**config.mk**
```make
export PLATFORM = sky130hd
export DESIGN_NAME = fetch_sequencer
export DESIGN_NICKNAME = d
export VERILOG_FILES = /design/src/rtl/cpu_pkg.sv /design/src/rtl/if_id_reg.sv /design/src/rtl/fetch_sequencer.sv
export SDC_FILE = /design/constraint.sdc
export NUM_CORES = 1
export LEC_CHECK = 0
export CORE_ASPECT_RATIO = 1.5
export CORE_MARGIN = 5
export CORE_UTILIZATION = 55
export DETAILED_ROUTE_END_ITERATION = 6
export MAX_ROUTING_LAYER = met4
export PLACE_DENSITY = 0.85
export SKIP_LAST_GASP = 1
export SYNTH_ARGS = -nofsm -noshare
export SYNTH_HDL_FRONTEND = slang
export SYNTH_SLANG_ARGS = --single-unit
export TNS_END_PERCENT = 30
```
**constraint.sdc**
```tcl
create_clock -name clk -period 6.2 [get_ports clk]
set_clock_uncertainty 0.1 [all_clocks]
set_input_delay 1.24 -clock clk [delete_from_list [all_inputs] [get_ports clk]]
set_output_delay 1.24 -clock clk [all_outputs]
set_load 0.005 [all_outputs]
```
**src/rtl/cpu_pkg.sv**
```systemverilog
// Shared CPU definitions: reset/NOP constants, fetch state encoding,
// instruction field positions and a word-alignment helper.
package cpu_pkg;

  localparam logic [31:0] NOP_INSTR = 32'h0000_0000;  // SLL $0,$0,0
  localparam logic [31:0] RESET_PC  = 32'h0000_0000;

  // Instruction field positions used to feed main decode
  localparam int OP_MSB = 31;
  localparam int OP_LSB = 26;
  localparam int RT_MSB = 20;
  localparam int RT_LSB = 16;

  typedef enum logic [1:0] {
    IDLE  = 2'd0,
    FETCH = 2'd1,
    HOLD  = 2'd2
  } fetch_state_e;

  // Control-flow targets are always word aligned
  function automatic logic [31:0] align_word(input logic [31:0] addr);
    return addr & 32'hFFFF_FFFC;
  endfunction

endpackage

```
**src/rtl/if_id_reg.sv**
```systemverilog
// IF/ID pipeline register: valid/instr/pc4 with load enable and flush.
// An invalid entry always carries NOP_INSTR so decode raises no side effects.
module if_id_reg #(
  parameter logic [31:0] NOP_INSTR = cpu_pkg::NOP_INSTR
) (
  input  logic        clk,
  input  logic        rst_n,
  input  logic        load,
  input  logic        flush,
  input  logic        d_valid,
  input  logic [31:0] d_instr,
  input  logic [31:0] d_pc4,
  output logic        valid,
  output logic [31:0] instr,
  output logic [31:0] pc4
);

  // Flush beats load; a loaded bubble is normalised to NOP with pc4 zero
  always_ff @(posedge clk or negedge rst_n) begin
    if (!rst_n) begin
      // NOTE: sequential state uses non-blocking assignments so every flop samples pre-edge values.
      valid <= 1'b0;
      instr <= NOP_INSTR;
      pc4   <= '0;
    end else if (flush) begin
      valid <= 1'b0;
      instr <= NOP_INSTR;
      pc4   <= '0;
    end else if (load) begin
      valid <= d_valid;
      instr <= d_valid ? d_instr : NOP_INSTR;
      pc4   <= d_valid ? d_pc4 : '0;
    end
  end

endmodule

```
**src/rtl/fetch_sequencer.sv**
```systemverilog
// Instruction-fetch front end: owns the PC, runs the imem request handshake,
// fills IF/ID and applies stall / branch / jump redirects.
// Optional feature macro: DELAY_SLOT_EN (MIPS branch delay slot). When it is
// undefined a taken branch flushes IF/ID and a jump squashes the next fetch.
module fetch_sequencer #(
  parameter logic [31:0] RESET_PC  = cpu_pkg::RESET_PC,
  parameter logic [31:0] NOP_INSTR = cpu_pkg::NOP_INSTR
) (
  input  logic        clk,
  input  logic        rst_n,
  input  logic        stall,
  input  logic        branch_taken,
  input  logic [31:0] branch_target,
  input  logic        jump,
  input  logic [31:0] jump_target,
  output logic        imem_req,
  output logic [31:0] imem_addr,
  input  logic        imem_ready,
  input  logic [31:0] imem_rdata,
  output logic        if_id_valid,
  output logic [31:0] if_id_instr,
  output logic [31:0] if_id_pc4,
  output logic [5:0]  id_op,
  output logic [4:0]  id_select
);
  import cpu_pkg::*;

  fetch_state_e state_q, state_d;
  logic [31:0]  pc_q, pc_d;
  logic         redirect_pend_q, redirect_pend_d;
  logic         redirect_keep_q, redirect_keep_d;  // pending redirect keeps the response
  logic [31:0]  redirect_pc_q, redirect_pc_d;
  logic [31:0]  skid_instr_q, skid_instr_d;
  logic [31:0]  skid_pc4_q, skid_pc4_d;

  logic         ifid_load, ifid_flush, ifid_dvalid;
  logic [31:0]  ifid_dinstr, ifid_dpc4;

  logic         fire, outstanding, jump_act, redirect;
  logic [31:0]  target, pc_plus4;

  assign imem_req    = (state_q == FETCH);
  assign imem_addr   = pc_q;
  assign fire        = imem_req & imem_ready;
  assign outstanding = imem_req & ~imem_ready;
  assign pc_plus4    = pc_q + 32'd4;
  // A jump belongs to the instruction in IF/ID, so it only counts when that
  // instruction is live and actually leaves decode this cycle
  assign jump_act    = jump & ~branch_taken & ~stall & if_id_valid;
  assign redirect    = branch_taken | jump_act;
  assign target      = branch_taken ? align_word(branch_target) : align_word(jump_target);

  assign id_op       = if_id_instr[OP_MSB:OP_LSB];
  assign id_select   = if_id_instr[RT_MSB:RT_LSB];

  // Next-state for the fetch FSM, PC, pending redirect, skid and IF/ID controls
  always_comb begin
    // NOTE: every combinational output gets a default first so no path can infer a latch.
    state_d         = state_q;
    pc_d            = pc_q;
    redirect_pend_d = redirect_pend_q;
    redirect_keep_d = redirect_keep_q;
    redirect_pc_d   = redirect_pc_q;
    skid_instr_d    = skid_instr_q;
    skid_pc4_d      = skid_pc4_q;
    ifid_load       = ~stall;        // decode consumes IF/ID whenever not stalled
    ifid_flush      = 1'b0;
    ifid_dvalid     = 1'b0;          // nothing new arrives -> bubble
    ifid_dinstr     = imem_rdata;
    ifid_dpc4       = pc_plus4;

    unique case (state_q)
      IDLE: state_d = FETCH;
      FETCH: begin
        if (fire) begin
          if (redirect_pend_q) begin
            pc_d            = redirect_pc_q;
            redirect_pend_d = 1'b0;
            redirect_keep_d = 1'b0;
          end else begin
            pc_d = pc_plus4;
          end
          // Response is used unless an older redirect has already killed it
          if (!redirect_pend_q || redirect_keep_q) begin
            if (!stall) begin
              ifid_dvalid = 1'b1;
            end else begin
              skid_instr_d = imem_rdata;
              skid_pc4_d   = pc_plus4;
              state_d      = HOLD;
            end
          end
        end
      end
      HOLD: begin
        if (!stall) begin
          ifid_dvalid = 1'b1;
          ifid_dinstr = skid_instr_q;
          ifid_dpc4   = skid_pc4_q;
          state_d     = FETCH;
        end
      end
      default: state_d = IDLE;
    endcase

    // Redirect overlay: the address of an outstanding request must stay
    // stable, so the target is parked until the memory answers
    if (redirect) begin
      state_d         = FETCH;       // skid (if any) is abandoned
      redirect_keep_d = 1'b0;
      if (outstanding) begin
        pc_d            = pc_q;
        redirect_pend_d = 1'b1;
        redirect_pc_d   = target;
      end else begin
        pc_d            = target;
        redirect_pend_d = 1'b0;
      end
`ifdef DELAY_SLOT_EN
      if (jump_act) begin
        // The next sequential instruction is the jump's slot: let it through
        if (outstanding) redirect_keep_d = 1'b1;
      end else begin
        // Branch: IF/ID (the slot) survives, the younger fetch does not
        ifid_dvalid = 1'b0;
      end
`else
      ifid_dvalid = 1'b0;
      if (branch_taken) ifid_flush = 1'b1;
`endif
    end
  end

  // Fetch state, PC, pending redirect and skid registers
  always_ff @(posedge clk or negedge rst_n) begin
    if (!rst_n) begin
      state_q         <= IDLE;
      pc_q            <= RESET_PC;
      redirect_pend_q <= 1'b0;
      redirect_keep_q <= 1'b0;
      redirect_pc_q   <= RESET_PC;
      // NOTE: the skid data is reset too; it is tiny and a known value keeps X out of IF/ID.
      skid_instr_q    <= NOP_INSTR;
      skid_pc4_q      <= '0;
    end else begin
      state_q         <= state_d;
      pc_q            <= pc_d;
      redirect_pend_q <= redirect_pend_d;
      redirect_keep_q <= redirect_keep_d;
      redirect_pc_q   <= redirect_pc_d;
      skid_instr_q    <= skid_instr_d;
      skid_pc4_q      <= skid_pc4_d;
    end
  end

  if_id_reg #(
    .NOP_INSTR (NOP_INSTR)
  ) u_if_id (
    .clk     (clk),
    .rst_n   (rst_n),
    .load    (ifid_load),
    .flush   (ifid_flush),
    .d_valid (ifid_dvalid),
    .d_instr (ifid_dinstr),
    .d_pc4   (ifid_dpc4),
    .valid   (if_id_valid),
    .instr   (if_id_instr),
    .pc4     (if_id_pc4)
  );

endmodule

```
==> results of run 1 <==
-- cells in the mapped netlist, types with 3 or more instances --
cell                        instances
sky130_fd_sc_hd__clkbuf_1          42
sky130_fd_sc_hd__a22oi_1            8
sky130_fd_sc_hd__or2_2              4
sky130_fd_sc_hd__mux2_2            35
sky130_fd_sc_hd__o21ai_0          133
sky130_fd_sc_hd__o21a_1             3
sky130_fd_sc_hd__xor2_1             7
sky130_fd_sc_hd__o211ai_1           3
sky130_fd_sc_hd__a211oi_1           5
sky130_fd_sc_hd__o21ai_1            7
sky130_fd_sc_hd__nor3_1            20
sky130_fd_sc_hd__a21oi_1           28
sky130_fd_sc_hd__nor4_1             3
sky130_fd_sc_hd__ha_1               5
sky130_fd_sc_hd__nand3_1           17
sky130_fd_sc_hd__clkbuf_2           3
sky130_fd_sc_hd__nor2_1            28
sky130_fd_sc_hd__a32oi_1            8
sky130_fd_sc_hd__a31oi_1            5
sky130_fd_sc_hd__and3_1             7
sky130_fd_sc_hd__buf_4             18
sky130_fd_sc_hd__nor3b_1            4
sky130_fd_sc_hd__a22o_1             5
sky130_fd_sc_hd__mux2i_1           79
sky130_fd_sc_hd__inv_1             16
sky130_fd_sc_hd__o221ai_1           6
sky130_fd_sc_hd__buf_2             12
sky130_fd_sc_hd__and2_1             4
sky130_fd_sc_hd__and4_1             3
sky130_fd_sc_hd__nand4_1           11
sky130_fd_sc_hd__xnor2_1           17
sky130_fd_sc_hd__buf_6              5
sky130_fd_sc_hd__dfrtp_1          189
sky130_fd_sc_hd__nand2_1          148
sky130_fd_sc_hd__o2bb2ai_1         10
sky130_fd_sc_hd__a221o_1            4
sky130_fd_sc_hd__nor2b_1            4
sky130_fd_sc_hd__and3b_1            3
-- metal layers --
layer | global-route usage [%] | vias up | routed length (um)
met5 | - | - | 0
met4 | 11.4 | 0 | 900
met3 | 4.94 | 64 | 1560
met2 | 38.1 | 305 | 11500
met1 | 30.7 | 3613 | 9390
li1 | - | 3625 | -
-- worst register-to-register path: cells and delay by family (launching register included) --
kind / cells / cell delay (ns)
adders and majority gates: 1 / 0.28
muxes: 1 / 0.17
AOI/OAI and AO/OA: 1 / 0.82
and+or+nand+nor: 3 / 0.44
buffers and inverters: 2 / 0.56
DFF: 1 / 0.43
-- path summary, 6_finish.rpt --
kind	start	end
worst max-delay path	stall	imem_addr[15]
worst min-delay path	skid_pc4_q[24]	skid_pc4_q[24]
worst max register to register	state_q[1]	u_if_id.pc4[19]
worst min register to register	skid_pc4_q[24]	skid_pc4_q[24]
max in group asynchronous	rst_n	skid_pc4_q[27]
min in group asynchronous	rst_n	skid_pc4_q[4]
-- layout by cell type (no fill, tap or decap), types with 6 or more instances in the layout --
| cell | n |
|---|---|
| sky130_fd_sc_hd__clkdlybuf4s50_1 | 202 |
| sky130_fd_sc_hd__dfrtp_1 | 189 |
| sky130_fd_sc_hd__nand2_1 | 147 |
| sky130_fd_sc_hd__o21ai_0 | 133 |
| sky130_fd_sc_hd__mux2i_1 | 79 |
| sky130_fd_sc_hd__mux2_2 | 35 |
| sky130_fd_sc_hd__a21oi_1 | 28 |
| sky130_fd_sc_hd__nor2_1 | 27 |
| sky130_fd_sc_hd__nor3_1 | 20 |
| sky130_fd_sc_hd__nand3_1 | 17 |
| sky130_fd_sc_hd__xnor2_1 | 17 |
| sky130_fd_sc_hd__clkbuf_16 | 17 |
| sky130_fd_sc_hd__inv_1 | 16 |
| sky130_fd_sc_hd__nand4_1 | 11 |
| sky130_fd_sc_hd__buf_4 | 11 |
| sky130_fd_sc_hd__o2bb2ai_1 | 10 |
| sky130_fd_sc_hd__a22oi_1 | 8 |
| sky130_fd_sc_hd__a32oi_1 | 8 |
| sky130_fd_sc_hd__and3_1 | 7 |
| sky130_fd_sc_hd__xor2_1 | 7 |
| sky130_fd_sc_hd__o21ai_1 | 6 |
| sky130_fd_sc_hd__o221ai_1 | 6 |
-- state kept, by name, indices dropped and copies added, names as in the netlist --
name and count:
imem_addr 30, redirect_pc_q 30, redirect_pend_q 1, skid_instr_q 32
skid_pc4_q 30, state_q 2, u_if_id.instr 32, u_if_id.pc4 31
u_if_id.valid 1
-- through the flow --
step / hold WS [ns] / power (mW)
floorplan: 0.342 / 2.77
global placement: 0.356 / 3.31
detailed placement: 0.365 / 3.38
CTS: 0.381 / 4.47
global route: 0.403 / 4.73
finish: 0.380 / 4.45
-- final cells by class --
cell class,count,area [um^2]
Fill cell,1285,4840
Sequential cell,189,4730
Multi-Input combinational cell,655,4230
Timing Repair Buffer,215,2120
Clock buffer,18,439
Tap cell,210,263
Clock inverter,14,150
Inverter,16,60.1
-- where the power goes --
part           internal (mW)  switching [mW]  total (mW)
Sequential              1.63           0.365        2.00
Combinational          0.696           0.681        1.38
Clock                  0.551           0.526        1.08
-- cell families after synthesis --
kind of cell / after synthesis / share of synthesized area, %
AND/OR/NAND/NOR: 271 / 13.8
AO/OA/AOI/OAI: 239 / 15.2
flip-flops: 189 / 50.2
multiplexers: 114 / 12.6
buffers and inverters: 99 / 5.31
XOR/XNOR: 24 / 2.23
adder cells (fa/ha/maj): 5 / 0.664
other: 1 / 0.0398
==> run summary, run 1 <==
Synthesis instantiated just over 60 different standard cells from the library. Subtracting the final worst setup slack from the clock period gives 3.58 ns. Post-CTS timing repair inserted 0 buffers for setup.

The number of max-capacitance violations reported came out at 0. The clock tree from TritonCTS is yes. Along the worst path, the maximum fanout reaches 24. Ranked by total cell area, the synthesized netlist is headed by sky130_fd_sc_hd__dfrtp_1 50%, sky130_fd_sc_hd__mux2i_1 8.4%, sky130_fd_sc_hd__o21ai_0 7.1%.

The number of cells on the worst reg-to-reg path is 8. The power density over the cells is 371 mW/mm^2. The upper clock frequency limit came out at 0.279 GHz. After the last flow step, the layout net total stands at 1,201. The routed length per instance is 17.7 um.

The arrival time of the worst setup path came out at 3.83 ns. Yosys printed 0 warnings. IR analysis of the VDD net gives a maximum drop of 186 uV. For this run, the slowest stage of the critical path takes 0.83 ns. For this run, the leading register cell type out of synthesis is sky130_fd_sc_hd__dfrtp_1. After synthesis, the share of flip-flops with an asynchronous set or reset is 100%. The post-route non-filler standard cell count came out at 1,317. The analysis attributes to cell leakage a power of 4.99 nW. The placer congestion estimate is 0.885.

The total overflow left after global routing is 0. The total routed wirelength came out at approximately 23 mm. The number of clock sinks came out at 189.

The end-of-flow core utilization came out at 71.2%. Counting along the longest clock path gives a buffer depth of 2. The fraction of the yosys area taken by sequential cells came out at between 50% and 60%. The number of remaining DRC errors is 0. The total number of vias is 7,607. The share of the synthesized area in the top cell type came out at 50.2%. For the worst setup path, the data required time is 6.45 ns.

The first global-routing pass estimated 37.8 mm of wire. After clock tree synthesis, the flow added hold-fix buffers numbering 0. The synthesized design contains 0 enable-type register cells. The initial antenna violation count came out at 0. The cell sitting at the root of the clock tree is a sky130_fd_sc_hd__clkbuf_16.

The number of DRC markers after the initial detailed-route iteration is 583. The cell family with the largest share of critical-path delay is simple AND/OR/NAND/NOR gates. The total core area is 0.0168 mm^2. The quantity of I/O buffers inserted on ports is 204. Cells with a size suffix above 1 make up 9.03% of the layout.

The final critical-path share of the clock period is 57.8%. The combined buffer and inverter count along the critical path came out at 2. The maximum number of pins on one net before global-route repair is 92.

For the pin with the worst max-slew slack, the measured transition is 1.07 ns. The later-pin clock latency in the skew report came out at 0.43 ns. Setup repair after global routing left no endpoint under its margin. Setup slack on the worst reg-to-reg path comes out at around 3.3 ns.

The mean cell area of the mapped netlist came out at 10.0 um^2. The x dimension of the die is between 100 and 150 um. The class of the tightest hold or removal check is reg2reg. The clock slew at the register clock pins of the worst setup and hold paths came out at about 0.07 ns. The cell area after layout came out at 0.0120 mm^2. The pre-CTS worst setup slack came out at 2.26 ns. The via count of the first global-routing pass came to 7,488.

The post-placement cell count is between 1,000 and 1,500. Walking the worst path, the cells encountered are clkdlybuf4s50_1 > and3b_1 > nor2_2 > buf_4 > mux2i_1 > o21ai_0 > a21oi_1. The total CTS buffers came out at 17. The number of cells produced by synthesis is 942.

STA classifies the critical path startpoint as an input pin. Measured along the y axis, the die boundary spans 170 um. The slowest stage of the critical path belongs to the cell sky130_fd_sc_hd__nor2_2. The type of the worst setup path is in2reg. The antenna diode instance count is 0. The initial standard-cell utilization of the core is 55.9%.

Setup violations remaining at the end of the flow were counted as 0. The number of core rows came out at 58. The worst hold path cell count is 2. The flow ran to the end, and the final reports show no timing, DRC or antenna violations. The final-report hold violation count is 0.

The setup TNS is 0 ns. The count of state elements after synthesis is 189. The number of vias per cell after detailed routing came out at 5.78. The remaining antenna violation count after routing is 0. The H-tree was split into 4 levels. The total iterations of the first detailed-routing run is 5. The full die area came out at 0.0199 mm^2. The placed instance area is 0.0114 mm^2. The max-slew headroom at the worst pin is between 20 and 30%. 211 I/O pins were placed.

The all-layer global routing usage is 24.5%. The final worst setup slack is 2.62 ns. The number of slew-limit violations in the final report was 0. After clock tree synthesis, the repair step resized 0 gates. The logic depth of the worst setup path including buffers came out at 7.

The post-synthesis cell area is 0.00942 mm^2. The area added between synthesis and finish came out at 27.3%. The placed wire-length estimate is 16.3 mm. Of all cell types, the one taking the most synthesized area is sky130_fd_sc_hd__dfrtp_1. STA classifies the critical path endpoint as a register.
Power figures use the tool's default switching activity.
==> run 2: changes to the inputs <==
--- a/config.mk
+++ b/config.mk
@@ -7,10 +7,10 @@
 export LEC_CHECK = 0
 export CORE_ASPECT_RATIO = 1.5
 export CORE_MARGIN = 5
-export CORE_UTILIZATION = 55
+export CORE_UTILIZATION = 51
 export DETAILED_ROUTE_END_ITERATION = 6
 export MAX_ROUTING_LAYER = met4
-export PLACE_DENSITY = 0.85
+export PLACE_DENSITY = 0.8
 export SKIP_LAST_GASP = 1
 export SYNTH_ARGS = -nofsm -noshare
 export SYNTH_HDL_FRONTEND = slang
==> constraint.sdc (replaced) <==
create_clock -name clk -period 3.55 [get_ports clk]
set_clock_uncertainty 0.1 [all_clocks]
set_input_delay 0.71 -clock clk [delete_from_list [all_inputs] [get_ports clk]]
set_output_delay 0.71 -clock clk [all_outputs]
set_load 0.005 [all_outputs]
==> run summary, run 2 (synthesized netlist as in run 1, its figures left out) <==
Input and output buffers added on the ports amount to 204. The number of post-CTS setup repair buffers is 0. CTS placed an instance of sky130_fd_sc_hd__clkbuf_16 at the clock tree root. The final critical delay including setup and external delays is 2.62 ns. The run finished with clean final reports. The repair_antennas step left the layout with diodes totalling 0.

Relative to the synthesized area, the layout overhead comes to 29.2%. The most common library cell in the layout ignoring fill and taps is sky130_fd_sc_hd__clkdlybuf4s50_1. The later-pin clock latency in the skew report is 0.43 ns. The x dimension of the die came out at 121 um. After clock tree synthesis, the clock-pin slew on the worst setup and hold paths is 0.07 ns. The power density over the cells came out at 647 mW/mm^2. The number of remaining DRC errors came out at 0. The max-slew headroom at the worst pin is 51.7%. The maximum number of pins on one net before global-route repair came out at 85. Summed over all layers, the global routing overflow is 0. The worst setup path is captured at an output port. The maximum root-to-sink buffer count is 2.

TritonCTS built the clock tree. The path class of the tightest hold or removal check is in2async. After detailed routing, the average wire length per cell comes to around 17 um.

The largest registers in the layout are skid_instr_q: 32 flops, u_if_id.instr: 32 flops, u_if_id.pc4: 31 flops. The total core area came out at 0.0184 mm^2. Of all nets on the critical path, the largest fanout is 6.

The number of slew-limit violations in the final report is 0. In this run the number of H-tree levels came out at 4. For the pin with the worst max-slew slack, the measured transition is 0.725 ns. The all-layer global routing usage is 22.7%. Max-cap violations in this run came to 0. The via count of the first global-routing pass was 7,147. The setup violation total in the final timing report is 0. The worst setup path is of the reg2out kind. The startpoint type of the worst setup path is a register. The final layout contains routed wiring with a total length of 23.1 mm. The placer congestion estimate came out at 0.895. The die is 176 um tall. The global-route wire length before repair is around 38 mm.

The number of clock sinks is 189. The initial standard-cell utilization of the core came out at 51.2%. The final-report hold violation count is 0. Dividing the final minimum period by the clock period gives around three quarters.

The wire-length estimate of the detail-placed layout is 16.8 mm. The proportion of layout cells with a drive suffix above 1 came out at 9.43%. The final net count is 1,209. Setup repair after global routing left no endpoint under its margin.

The arrival time of the worst setup path is ~1.8 ns. The number of DRC markers after the initial detailed-route iteration is 524. The number of vias per cell after detailed routing came out at 5.50.

The upper clock frequency limit came out at 0.381 GHz. The full die area is 0.0213 mm^2. The initial antenna violation count came out at 0.

The total CTS buffers is 17. The worst-case IR drop observed on VDD is around 330 uV. After routing, the total negative slack on setup checks comes to 0 ns. The static power due to leakage is 5.04 nW. The remaining antenna violation count after routing came out at 0. The required time of the critical path came out at 2.74 ns. The number of hold buffers added after CTS is 0. In the layout the commonest cells are 202 x sky130_fd_sc_hd__clkdlybuf4s50_1, 189 x sky130_fd_sc_hd__dfrtp_1, 147 x sky130_fd_sc_hd__nand2_1. The initialized floorplan defines 61 standard-cell rows. The total iterations of the first detailed-routing run came out at 5. The final route contains around 7,500 vias.

The number of gates resized after CTS was 0. The number of placed I/O pins came out at approximately 210. The design draws approximately 7.9 mW.
## run 2: changes by cell type in the layout (fill, tap and decap cells not counted), sizes merged
cell and delta:
clkinvlp +4, buf +8, clkbuf +2, bufinv +3, clkinv -6, inv -4
## run 2: path summary, 6_finish.rpt
check / startpoint / end / slack (ns) / cells past startpoint
setup / recovery: state_q[1] / imem_req / 0.93 / 3
hold / removal: rst_n / imem_addr[4] / 0.19 / 1
setup reg to reg: imem_addr[2] / skid_pc4_q[28] / 1.02 / 6
hold reg to reg: u_if_id.instr[6] / u_if_id.instr[6] / 0.38 / 2
max in group asynchronous: rst_n / imem_addr[17] / 2.24 / 2
min in group clk: u_if_id.instr[6] / u_if_id.instr[6] / 0.38 / 2
## run 2: final cells by class
class / count / area [um^2]
Clock buffer: 20 / 447
Tap cell: 252 / 315
Clock inverter: 11 / 158
Fill cell: 1507 / 6220
Inverter: 16 / 60.1
Timing Repair Buffer: 223 / 2230
Sequential cell: 189 / 4730
Multi-Input combinational cell: 655 / 4230
## run 2: power by group
| part | switching, mW | internal (mW) |
|---|---|---|
| logic | 1.19 | 1.24 |
| registers | 0.641 | 2.85 |
| clock network | 0.826 | 1.13 |
| total | 2.65 | 5.23 |
## run 2: layer usage
layer / part of all wire [%] / vias to the layer above / GRT usage (%)
met5: 0 / - / -
met4: 2.6 / 0 / 8.13
met3: 5.4 / 42 / 3.49
met2: 50 / 224 / 37.6
met1: 42 / 3586 / 28.2
li1: - / 3659 / -
## run 2: through the flow
| stage | util, % | setup slack (ns) | cell area, um^2 | hold slack (ns) | instances |
|---|---|---|---|---|---|
| after floorplan | - | 1.30 | 9420 | 0.314 | 943 |
| after detailed placement | 62.9 | 0.695 | 11600 | 0.366 | 1335 |
| after CTS | 66.2 | 0.894 | 12200 | 0.247 | 1366 |
| after global placement | 62.9 | 0.728 | 11600 | 0.356 | 1335 |
| final | 66.2 | 0.926 | 12200 | 0.194 | 1366 |
| after global routing | 66.2 | 0.748 | 12200 | 0.241 | 1366 |
## run 2: critical path, cell delays in order, from the launching register on
cell                              delay (ns)
sky130_fd_sc_hd__dfrtp_1                0.44
sky130_fd_sc_hd__inv_1                  0.10
sky130_fd_sc_hd__ha_1                   0.30
sky130_fd_sc_hd__clkdlybuf4s50_1        0.56
